$ cat src/rtl/spi_xfer_arbiter.sv
// APB master that initialises the SPI controller and shares its APB port between NREQ byte requesters.
// Optional build macro SPI_IRQ_WAIT_EN: wait for the SPI interrupt instead of polling SR.
module spi_xfer_arbiter #(
    parameter int          NREQ     = 2,
    parameter logic [7:0]  CR1_INIT = 8'h52,
    parameter logic [7:0]  CR2_INIT = 8'h00,
    parameter logic [7:0]  BR_INIT  = 8'h11,
    parameter int          POLL_MAX = 1023
) (
    input  logic              PCLK,
    input  logic              PRESET_n,
    input  logic [NREQ-1:0]   req_i,
    input  logic [8*NREQ-1:0] req_data_i,
    output logic [NREQ-1:0]   gnt_o,
    output logic [NREQ-1:0]   done_o,
    output logic              err_o,
    output logic [7:0]        rx_data_o,
    output logic              init_done_o,
    output logic              PSEL_o,
    output logic              PENABLE_o,
    output logic              PWRITE_o,
    output logic [2:0]        PADDR_o,
    output logic [7:0]        PWDATA_o,
    input  logic [7:0]        PRDATA_i,
    input  logic              PREADY_i,
    input  logic              PSLVERR_i,
    input  logic              spi_interrupt_request_i
);
    localparam int PW = (NREQ > 1) ? $clog2(NREQ) : 1;
    localparam int CW = $clog2(POLL_MAX + 1);

    typedef enum logic [3:0] {
        ST_INIT_CR1 = 4'd0, ST_INIT_CR2 = 4'd1, ST_INIT_BR = 4'd2, ST_IDLE = 4'd3,
        ST_WR_DR = 4'd4, ST_POLL = 4'd5, ST_WAIT_IRQ = 4'd6, ST_RD_DR = 4'd7, ST_DONE = 4'd8
    } state_t;
    // GAP is the mandatory idle cycle that precedes every SETUP.
    typedef enum logic [1:0] {PH_GAP = 2'd0, PH_SETUP = 2'd1, PH_ACCESS = 2'd2} phase_t;

    state_t            state_r, nxt_state;
    phase_t            phase_r, nxt_phase;
    logic [NREQ-1:0]   gnt_r, nxt_gnt, done_r, nxt_done;
    logic [PW-1:0]     owner_r, nxt_owner, ptr_r, nxt_ptr;
    logic [7:0]        tx_r, nxt_tx, rx_r, nxt_rx, pwdata_r, nxt_pwdata;
    logic [CW-1:0]     cnt_r, nxt_cnt, cnt_inc_s;
    logic              err_r, nxt_err, init_done_r, nxt_init_done;
    logic              psel_r, nxt_psel, penable_r, nxt_penable, pwrite_r, nxt_pwrite;
    logic [2:0]        paddr_r, nxt_paddr;
    logic [PW:0]       pick_s;
    logic              acc_done_s, fin_s, fin_err_s, is_acc_s;
    logic [7:0]        fin_rx_s;

    // Round-robin: lowest index at or after ptr with an active request; MSB flags a hit.
    function automatic logic [PW:0] rr_pick(input logic [NREQ-1:0] req, input logic [PW-1:0] ptr);
        logic [PW:0]   res;
        logic [PW-1:0] idx;
        res = '0;
        for (int i = NREQ - 1; i >= 0; i--) begin
            idx = PW'((int'(ptr) + i) % NREQ);
            if (req[idx]) res = {1'b1, idx};
        end
        return res;
    endfunction

    function automatic logic [7:0] byte_sel(input logic [8*NREQ-1:0] data, input logic [PW-1:0] idx);
        logic [7:0] b;
        b = 8'h00;
        for (int k = 0; k < NREQ; k++) begin
            if (PW'(k) == idx) b = data[k*8 +: 8];
        end
        return b;
    endfunction

`ifndef SPI_IRQ_WAIT_EN
    logic unused_irq_s;
    assign unused_irq_s = spi_interrupt_request_i;
`endif

    // Next-state, datapath and registered-output computation.
    always_comb begin
        nxt_state = state_r;  nxt_phase = phase_r;  nxt_gnt = gnt_r;  nxt_owner = owner_r;
        nxt_ptr = ptr_r;  nxt_tx = tx_r;  nxt_cnt = cnt_r;  nxt_done = '0;  nxt_err = 1'b0;
        nxt_rx = rx_r;  nxt_init_done = init_done_r;
        pick_s = rr_pick(req_i, ptr_r);
        acc_done_s = (phase_r == PH_ACCESS) && PREADY_i;
        cnt_inc_s = cnt_r + CW'(1);
        fin_s = 1'b0;  fin_err_s = 1'b0;  fin_rx_s = 8'h00;
        case (phase_r)
            PH_GAP:    nxt_phase = PH_SETUP;
            PH_SETUP:  nxt_phase = PH_ACCESS;
            PH_ACCESS: nxt_phase = acc_done_s ? PH_GAP : PH_ACCESS;
            default:   nxt_phase = PH_GAP;
        endcase
        case (state_r)
            ST_INIT_CR1: nxt_state = acc_done_s ? ST_INIT_CR2 : ST_INIT_CR1;
            ST_INIT_CR2: nxt_state = acc_done_s ? ST_INIT_BR : ST_INIT_CR2;
            ST_INIT_BR: begin
                if (acc_done_s) begin
                    nxt_state = ST_IDLE;
                    nxt_init_done = 1'b1;
                end else begin
                    nxt_state = ST_INIT_BR;
                end
            end
            ST_IDLE: begin
                nxt_phase = PH_GAP;
                if (pick_s[PW]) begin
                    nxt_state = ST_WR_DR;
                    nxt_phase = PH_SETUP;
                    nxt_owner = pick_s[PW-1:0];
                    for (int k = 0; k < NREQ; k++) nxt_gnt[k] = (PW'(k) == pick_s[PW-1:0]);
                    nxt_tx = byte_sel(req_data_i, pick_s[PW-1:0]);
                    nxt_cnt = '0;
                end else begin
                    nxt_state = ST_IDLE;
                end
            end
            ST_WR_DR: begin
                if (acc_done_s && PSLVERR_i) begin
                    fin_s = 1'b1;  fin_err_s = 1'b1;
                end else if (acc_done_s) begin
`ifdef SPI_IRQ_WAIT_EN
                    nxt_state = ST_WAIT_IRQ;
`else
                    nxt_state = ST_POLL;
`endif
                end else begin
                    nxt_state = ST_WR_DR;
                end
            end
            ST_POLL: begin
                if (acc_done_s && PSLVERR_i) begin
                    fin_s = 1'b1;  fin_err_s = 1'b1;
`ifdef SPI_IRQ_WAIT_EN
                end else if (acc_done_s) begin
                    nxt_state = ST_RD_DR;
`else
                end else if (acc_done_s) begin
                    nxt_cnt = cnt_inc_s;
                    if (PRDATA_i[7]) begin
                        nxt_state = ST_RD_DR;
                    end else if (cnt_inc_s >= CW'(POLL_MAX)) begin
                        fin_s = 1'b1;  fin_err_s = 1'b1;
                    end else begin
                        nxt_state = ST_POLL;
                    end
`endif
                end else begin
                    nxt_state = ST_POLL;
                end
            end
            ST_WAIT_IRQ: begin
`ifdef SPI_IRQ_WAIT_EN
                if (spi_interrupt_request_i) begin
                    nxt_state = ST_POLL;
                    nxt_phase = PH_SETUP;
                end else begin
                    nxt_phase = PH_GAP;
                    nxt_cnt = cnt_inc_s;
                    if (cnt_inc_s >= CW'(POLL_MAX)) begin
                        fin_s = 1'b1;  fin_err_s = 1'b1;
                    end else begin
                        nxt_state = ST_WAIT_IRQ;
                    end
                end
`else
                nxt_state = ST_IDLE;
                nxt_phase = PH_GAP;
`endif
            end
            ST_RD_DR: begin
                if (acc_done_s) begin
                    fin_s = 1'b1;
                    fin_err_s = PSLVERR_i;
                    fin_rx_s = PSLVERR_i ? 8'h00 : PRDATA_i;
                end else begin
                    nxt_state = ST_RD_DR;
                end
            end
            ST_DONE: begin
                nxt_state = ST_IDLE;
                nxt_phase = PH_GAP;
                nxt_gnt = '0;
            end
            default: begin
                nxt_state = ST_INIT_CR1;
                nxt_phase = PH_GAP;
            end
        endcase
        // Completion: pulse done to the owner (grant stays up through the pulse) and rotate the pointer.
        if (fin_s) begin
            nxt_state = ST_DONE;
            nxt_phase = PH_GAP;
            nxt_done = gnt_r;
            nxt_err = fin_err_s;
            nxt_rx = fin_rx_s;
            nxt_ptr = (owner_r == PW'(NREQ - 1)) ? {PW{1'b0}} : owner_r + PW'(1);
        end else begin
            nxt_done = '0;
        end
        case (nxt_state)
            ST_INIT_CR1: begin is_acc_s = 1'b1; nxt_paddr = 3'd0; nxt_pwrite = 1'b1; nxt_pwdata = CR1_INIT; end
            ST_INIT_CR2: begin is_acc_s = 1'b1; nxt_paddr = 3'd1; nxt_pwrite = 1'b1; nxt_pwdata = CR2_INIT; end
            ST_INIT_BR:  begin is_acc_s = 1'b1; nxt_paddr = 3'd2; nxt_pwrite = 1'b1; nxt_pwdata = BR_INIT;  end
            ST_WR_DR:    begin is_acc_s = 1'b1; nxt_paddr = 3'd5; nxt_pwrite = 1'b1; nxt_pwdata = nxt_tx;   end
            ST_POLL:     begin is_acc_s = 1'b1; nxt_paddr = 3'd3; nxt_pwrite = 1'b0; nxt_pwdata = 8'h00;    end
            ST_RD_DR:    begin is_acc_s = 1'b1; nxt_paddr = 3'd5; nxt_pwrite = 1'b0; nxt_pwdata = 8'h00;    end
            default:     begin is_acc_s = 1'b0; nxt_paddr = 3'd0; nxt_pwrite = 1'b0; nxt_pwdata = 8'h00;    end
        endcase
        nxt_psel = is_acc_s && ((nxt_phase == PH_SETUP) || (nxt_phase == PH_ACCESS));
        nxt_penable = is_acc_s && (nxt_phase == PH_ACCESS);
        if (!nxt_psel) begin
            nxt_paddr = 3'd0;  nxt_pwrite = 1'b0;  nxt_pwdata = 8'h00;
        end else begin
            nxt_paddr = nxt_paddr;
        end
    end

    // State and output registers.
    always_ff @(posedge PCLK or negedge PRESET_n) begin
        if (!PRESET_n) begin
            state_r <= ST_INIT_CR1;  phase_r <= PH_GAP;  gnt_r <= '0;  done_r <= '0;
            owner_r <= '0;  ptr_r <= '0;  tx_r <= 8'h00;  rx_r <= 8'h00;  cnt_r <= '0;
            err_r <= 1'b0;  init_done_r <= 1'b0;  psel_r <= 1'b0;  penable_r <= 1'b0;
            pwrite_r <= 1'b0;  paddr_r <= 3'd0;  pwdata_r <= 8'h00;
        end else begin
            state_r <= nxt_state;  phase_r <= nxt_phase;  gnt_r <= nxt_gnt;  done_r <= nxt_done;
            owner_r <= nxt_owner;  ptr_r <= nxt_ptr;  tx_r <= nxt_tx;  rx_r <= nxt_rx;  cnt_r <= nxt_cnt;
            err_r <= nxt_err;  init_done_r <= nxt_init_done;  psel_r <= nxt_psel;  penable_r <= nxt_penable;
            pwrite_r <= nxt_pwrite;  paddr_r <= nxt_paddr;  pwdata_r <= nxt_pwdata;
        end
    end

    assign gnt_o = gnt_r;          assign done_o = done_r;        assign err_o = err_r;
    assign rx_data_o = rx_r;       assign init_done_o = init_done_r;
    assign PSEL_o = psel_r;        assign PENABLE_o = penable_r;  assign PWRITE_o = pwrite_r;
    assign PADDR_o = paddr_r;      assign PWDATA_o = pwdata_r;
endmodule

$ cat config.mk
export PLATFORM = sky130hd
export DESIGN_NAME = spi_xfer_arbiter
export DESIGN_NICKNAME = d
export VERILOG_FILES = /design/src/rtl/spi_xfer_arbiter.sv
export SDC_FILE = /design/constraint.sdc
export NUM_CORES = 1
export LEC_CHECK = 0
export ABC_AREA = 0
export BUFFER_PORTS_ARGS = -buffer_cell sky130_fd_sc_hd__buf_2
export CAP_MARGIN = 20
export CORE_ASPECT_RATIO = 0.5
export CORE_MARGIN = 1.5
export CORE_UTILIZATION = 30
export CTS_BUF_LIST = sky130_fd_sc_hd__clkbuf_8
export DETAILED_ROUTE_END_ITERATION = 8
export SKIP_LAST_GASP = 1
export SLEW_MARGIN = 20
export SYNTH_ARGS = -nofsm -noshare
export SYNTH_HDL_FRONTEND = slang
export SYNTH_SLANG_ARGS = --single-unit
$ cat constraint.sdc
create_clock -name PCLK -period 4.6 [get_ports PCLK]
set_clock_uncertainty 0.05 [all_clocks]
set_input_delay 0 -clock PCLK [delete_from_list [all_inputs] [get_ports PCLK]]
set_output_delay 0 -clock PCLK [all_outputs]
set_load 0.05 [all_outputs]
Word level (Yosys, flattened, before mapping):

Cells that the tools add are included.
W data, S select, Z words.

* RAM bits: 0
* memories kept: 0
* logic and storage cells: 117
* bits in latches: 0
* bits of input ports: 31
* register bits: 54
* ROM bits: 0

* equal/unequal tests: 20
* shift operators: 0
* add/subtract/negate cells: 3
* magnitude comparators: 3
* div/mod/pow operators: 0
* $mul: 0
* bitwise logic cells: 1
* multiplexer cells: 55
* reduce and logical (&&, ||, !) cells: 19

Operators by type and width (count)
* $mux W8: 7
* $pmux W4 S8: 1
* $mux W10: 3
* $eq A4 B3 Y1 const B: 7
* $mux W4: 7
* $pmux W8 S3: 1
* $mux W1: 20
* $pmux W10 S2: 1
* $mux W2: 7
* $eq A4 B2 Y1 const B: 3
* $pmux W3 S4: 1
* $reduce_or A6 Y1: 2
* $add A10 B1 Y10 const B: 1
* $ge A10 B10 Y1 const B: 1
* $eq A4 B1 Y1 const B: 2
* $logic_not A4 Y1: 2
* $pmux W2 S2: 2
* $mux W3: 2
* $ne A2 B2 Y1 const B: 3
* $pmux W1 S3: 2
* $pmux W2 S3: 1
* $reduce_and A2 Y1: 3
* $eq A2 B1 Y1 const B: 2
* $eq A2 B2 Y1 const B: 2
* other kinds (11): 18

Logic depth before layout (Yosys ltp):

* word-level depth: 13
* depth in mapped cells: 10
* mapped depth without buffers: 9

Worst setup path after synthesis:

OpenSTA, ideal clock, no wires.

* kind: register -> register
* start point: register cnt_r[0]
* end point: register rx_r[0] (netlist: rx_data_o[0])
* period minus slack after synthesis: 2.152 ns
* path buffers: 1
* library setup time: 0.121 ns
* setup slack: 2.448 ns
* required time: 4.429 ns
* stages on the path, launching flop included: 8
* arrival: 1.981 ns
* cells stage by stage: dfrtp_1 > nand3_1 > or4b_2 > o211ai_1 > nand3_1 > and2_4 > buf_6 > a22o_1

* cells in the longest elaborated chain, start to end: 7

RTL lines
* start: declaration: line 44 `logic [CW-1:0] cnt_r, nxt_cnt, cnt_inc_s;`
* start signal: assignment: line 227 `owner_r <= nxt_owner; ptr_r <= nxt_ptr; tx_r <= nxt_tx; rx_r <= nxt_rx; cnt_r <= nxt_cnt;`
* $add A10 B1 Y10: line 85 `cnt_inc_s = cnt_r + CW'(1);`
* $ge A10 B10 Y1: line 141 `end else if (cnt_inc_s >= CW'(POLL_MAX)) begin`
* $mux W1: line 141
* $mux W1: line 139 `if (PRDATA_i[7]) begin`
* $mux W1: line 137 `end else if (acc_done_s) begin`
* $mux W1: line 131 `if (acc_done_s && PSLVERR_i) begin`
* $pmux W1 S3: line 93 `case (state_r)`
* end signal: assignment: line 227
* end: declaration: line 43 `logic [7:0] tx_r, nxt_tx, rx_r, nxt_rx, pwdata_r, nxt_pwdata;`

No other way between the ends.
A chain may end at the register's enable or synchronous reset.

Worst setup path after layout:

* start point: register cnt_r[0]
* end point: register pwdata_r[2] (netlist: PWDATA_o[2])

* cells in the longest elaborated chain, start to end: 13
* elaborated cells between the ends (all ways): 28
* classes of those cells: add/sub: 1; order compare: 1; eq/ne: 7; mux: 15; reduce/logical: 4

RTL lines
* $add A10 B1 Y10 (*): line 85
* $ge A10 B10 Y1 (*): line 141
* $mux W4 or $mux W1 (tied branches): line 141
* $mux W4 or $mux W1 (tied branches): line 139
* $mux W4 or $mux W1 (tied branches): line 137
* $mux W4 or $mux W1 (tied branches): line 131
* $pmux W4 S8 or $pmux W1 S3 (tied branches): line 93
* $mux W4: line 190 `if (fin_s) begin`
* $eq A4 B3 Y1 (tied with other cells): line 200 `case (nxt_state)`
* $reduce_or A6 Y1 (no line)
* $mux W1: line 200
* $logic_and A1 B1 Y1: line 209 `nxt_psel = is_acc_s && ((nxt_phase == PH_SETUP) || (nxt_phase == PH_ACCESS));`
* $mux W8 (*): line 211 `if (!nxt_psel) begin`
* named net nxt_pwdata[2]: line 43
* end signal: assignment: line 229 `pwrite_r <= nxt_pwrite; paddr_r <= nxt_paddr; pwdata_r <= nxt_pwdata;`
* end: declaration: line 43

Mark *: on every way through the listed nets, which the timed path passes. The rest lies on a longest branch.

==> metrics.md <==
| Metric | Value |
|---|---|
| Via count | `2,179` |
| Worst setup path class | `reg -> reg` |
| Class of the tightest hold or removal check | `in -> reg` |
| Final worst path period need | `2.79 ns` |
| Post-synthesis to final-layout area growth | `23.3%` |
| Average vias per placed instance | `4.86` |
| Slew of the pin with the lowest slew margin | `0.938 ns` |
| Count of unresolved DRC violations after routing | `0` |
| Overall overflow remaining after global route | `0` |
| Critical path's largest stage delay | `0.79 ns` |
| Clock sink total | `54` |
| Proportion of layout cells with a drive suffix above 1 | `24.5%` |
| Max-cap violation count | `0` |
| HPWL reported at the end of detailed placement | `4390 um` |
| Number of synthesized register bits | `54` |
| Antenna violations before repair | `0` |
| Finished Cell Area | `3310 um^2` |
| Average detailed-routed wire length per instance | `13.8 um` |
| Routed wire length | `6200 um` |
| Post-Synthesis Mean Instance Area | `10.2 um^2` |
| Total number of nets in the final design | `364` |
| TritonCTS clock tree | `yes` |
| Clock root cell | `sky130_fd_sc_hd__clkbuf_8` |
| Core Rows | `24` |
| Delay-heaviest family, CP | `compound AO/OA/AOI/OAI gates` |
| Most common cell after layout, fill and taps aside | `sky130_fd_sc_hd__buf_2` |
| First-pass GRT wire length | `10,500 um` |
| Placer's final routability congestion estimate | `0.827` |
| Number of pins with negative max-slew slack in the final report | `0` |
| Starting DRC count in detailed routing | `109` |
| Number of antenna cells inserted | `0` |
| Data arrival, critical path | `2.97 ns` |
| Cell area after synthesis | `2690 um^2` |
| CTS clock-pin slew for the worst setup and hold paths | `0.10 ns` |
| PostCTS Resize Cnt | `0` |
| Number of nets in the synthesized netlist | `297` |
| Element type at the critical path end | `flip-flop` |
| Number of iterations in the first detailed-routing pass | `4` |
| CP Buf/Inv Count | `0` |
| Die footprint | `9570 um^2` |
| Highest-count cells in the layout ignoring fill and taps | `57 x sky130_fd_sc_hd__buf_2, 54 x sky130_fd_sc_hd__dfrtp_1, 26 x sky130_fd_sc_hd__o21ai_0` |
| Startpoint class of the critical path | `flip-flop` |
| Worst path cell trace | `ha_1, and4_1, a311o_1, o211ai_1, a31oi_1, nand4_1, nor2b_1` |
| Maximum number of pins on one net before global-route repair | `55` |
| Design Power | `1890 uW` |
| Top fanout value on the critical path | `10` |
| Unrepaired setup endpoints after global routing | `no` |
| Fill cell instance count of the final layout | `880` |
| Clk buf depth | `2` |
| Die extent in y | `69.9 um` |
| Final count of hold timing violations | `0` |
| Placed Area | `3080 um^2` |
| Remaining max-slew budget at the tightest pin | `37.2%` |
| Crit path required time | `4.78 ns` |
| Ys flop type | `sky130_fd_sc_hd__dfrtp_1` |
| Number of enable flip-flop cells after synthesis | `0` |
| Share of the yosys chip area belonging to registers | `50.3%` |
| Die width | `137 um` |
| Cell count after synthesis | `263` |
| Clock latency on the worst-skew pair | `0.31 ns` |
| All-layer global routing usage | `13.7%` |
| Portion of the clock cycle consumed by the worst path in the final layout | `60.7%` |
| Number of clock buffers inserted by TritonCTS | `5` |
| Number of synthesis warnings | `0` |
| Result of the run | `finished, final reports clean` |
| Pwr/cell area | `570 nW/um^2` |
| Utilization after layout | `38.0%` |
| Highest Clock Rate | `358 MHz` |
| Maximum vdd drop | `0.217 mV` |
| Count of boundary I/O pins | `59` |
| Post-route ant nets | `0` |
| Area of the placeable core | `8710 um^2` |
| Count of input and output buffers | `57` |
| Slowest stage cell, crit path | `sky130_fd_sc_hd__a31oi_1` |
| Maximum level of the CTS H-tree | `2` |
| Starting density of the core | `30.9%` |
| Count of final setup violators | `0` |
| Leakage Power | `0.00164 uW` |
| Setup total negative slack | `0 ns` |
| Distinct cell type count after synthesis | `57` |
| Fraction of registers with async set/reset | `100%` |
| Number of global-route vias before repair | `2,170` |
## per-layer routing
metal | share of wire [%] | track usage (%) | routed length (um) | vias up
met4 | 0.77 | 3.98 | 48 | 0
met5 | 0 | 0 | 0 | -
met3 | 3.2 | 3.20 | 198 | 4
met2 | 49 | 22.6 | 3050 | 30
li1 | - | - | - | 1081
met1 | 47 | 18.0 | 2910 | 1064
## cell families (layout without fill, tap and decap cells)
family | count (synthesis) | count (layout) | share of synthesized area (%)
AO/OA/AOI/OAI | 69 | 69 | 17.4
XOR/XNOR | 6 | 6 | 1.96
adder cells (fa/ha/maj) | 3 | 3 | 1.40
buffers and inverters | 26 | 94 | 3.96
flip-flops | 54 | 54 | 50.3
multiplexers | 12 | 12 | 4.52
AND/OR/NAND/NOR | 93 | 93 | 20.5
## report_power, final
group          switching, uW  leakage [uW]  internal [uW]
registers                116      0.000710            614
logic                    586      0.000890            298
clock network            165     0.0000408            109
total                    867       0.00164           1020
## synth_stat cells (5+ instances only)
cell type                  count  area (um^2)
sky130_fd_sc_hd__a22o_1        8         70.1
sky130_fd_sc_hd__a21oi_1       9         45.0
sky130_fd_sc_hd__mux2i_1      11          110
sky130_fd_sc_hd__o21ai_0      26          130
sky130_fd_sc_hd__a211oi_1      5         37.5
sky130_fd_sc_hd__nor3_1        5         25.0
sky130_fd_sc_hd__nor2b_1       9         56.3
sky130_fd_sc_hd__inv_1        12         45.0
sky130_fd_sc_hd__clkbuf_1      9         33.8
sky130_fd_sc_hd__dfrtp_1      54         1350
sky130_fd_sc_hd__nor2_1       21         78.8
sky130_fd_sc_hd__nand3_1       9         45.0
sky130_fd_sc_hd__nand2_1      16         60.1
## cell type report
type | count | area (um^2) | area share (%)
inverter | 12 | 45.0 | 1.36
sequential | 54 | 1350 | 40.8
tap | 117 | 146 | 4.42
timing repair buffer | 74 | 448 | 13.5
multi-input combinational | 183 | 1230 | 37.1
clock inverter | 3 | 23.8 | 0.718
clock buffer | 5 | 68.8 | 2.08
## worst reg2reg max path: cells and delay by family, from the launching register on
family,cells,cell delay [ns]
compound gates,3,1.04
simple gates,3,0.90
flops,1,0.46
fa+ha+maj,1,0.27
## metrics by stage
stage / setup slack, ns / instances / hold WS [ns]
after floorplan: 2.45 / 263 / -0.346
after global placement: 1.97 / 426 / 0.108
after detailed placement: 1.83 / 426 / 0.116
after CTS: 1.79 / 446 / 0.000726
after global routing: 1.48 / 448 / 0.0130
final: 1.81 / 448 / 0.00108
## registers in the layout, indices dropped and copies added (netlist names)
name,flops
PADDR_o,3
PENABLE_o,1
PSEL_o,1
PWDATA_o,8
PWRITE_o,1
cnt_r,10
done_o,2
err_o,1
gnt_o,2
init_done_o,1
owner_r,1
phase_r,2
ptr_r,1
rx_data_o,8
state_r,4
tx_r,8
## timing repair
| item | 4_1_cts | 5_1_grt |
|---|---|---|
| setup buffers | 0 | 0 |
| hold buffers | 12 | 2 |
| hold endpoints to repair | 64 | 1 |
## worst paths after layout
check	start	to	slack, ns	cells past startpoint
max in group asynchronous	PRESET_n	cnt_r[7]	3.76	3
min	req_data_i[7]	tx_r[7]	0.001	3
max	cnt_r[0]	PWDATA_o[2]	1.81	7
max reg2reg	cnt_r[0]	PWDATA_o[2]	1.81	7
min in group asynchronous	PRESET_n	rx_data_o[6]	0.29	3
min reg2reg	owner_r	ptr_r	0.41	1
(Power assumes the default switching activity.)
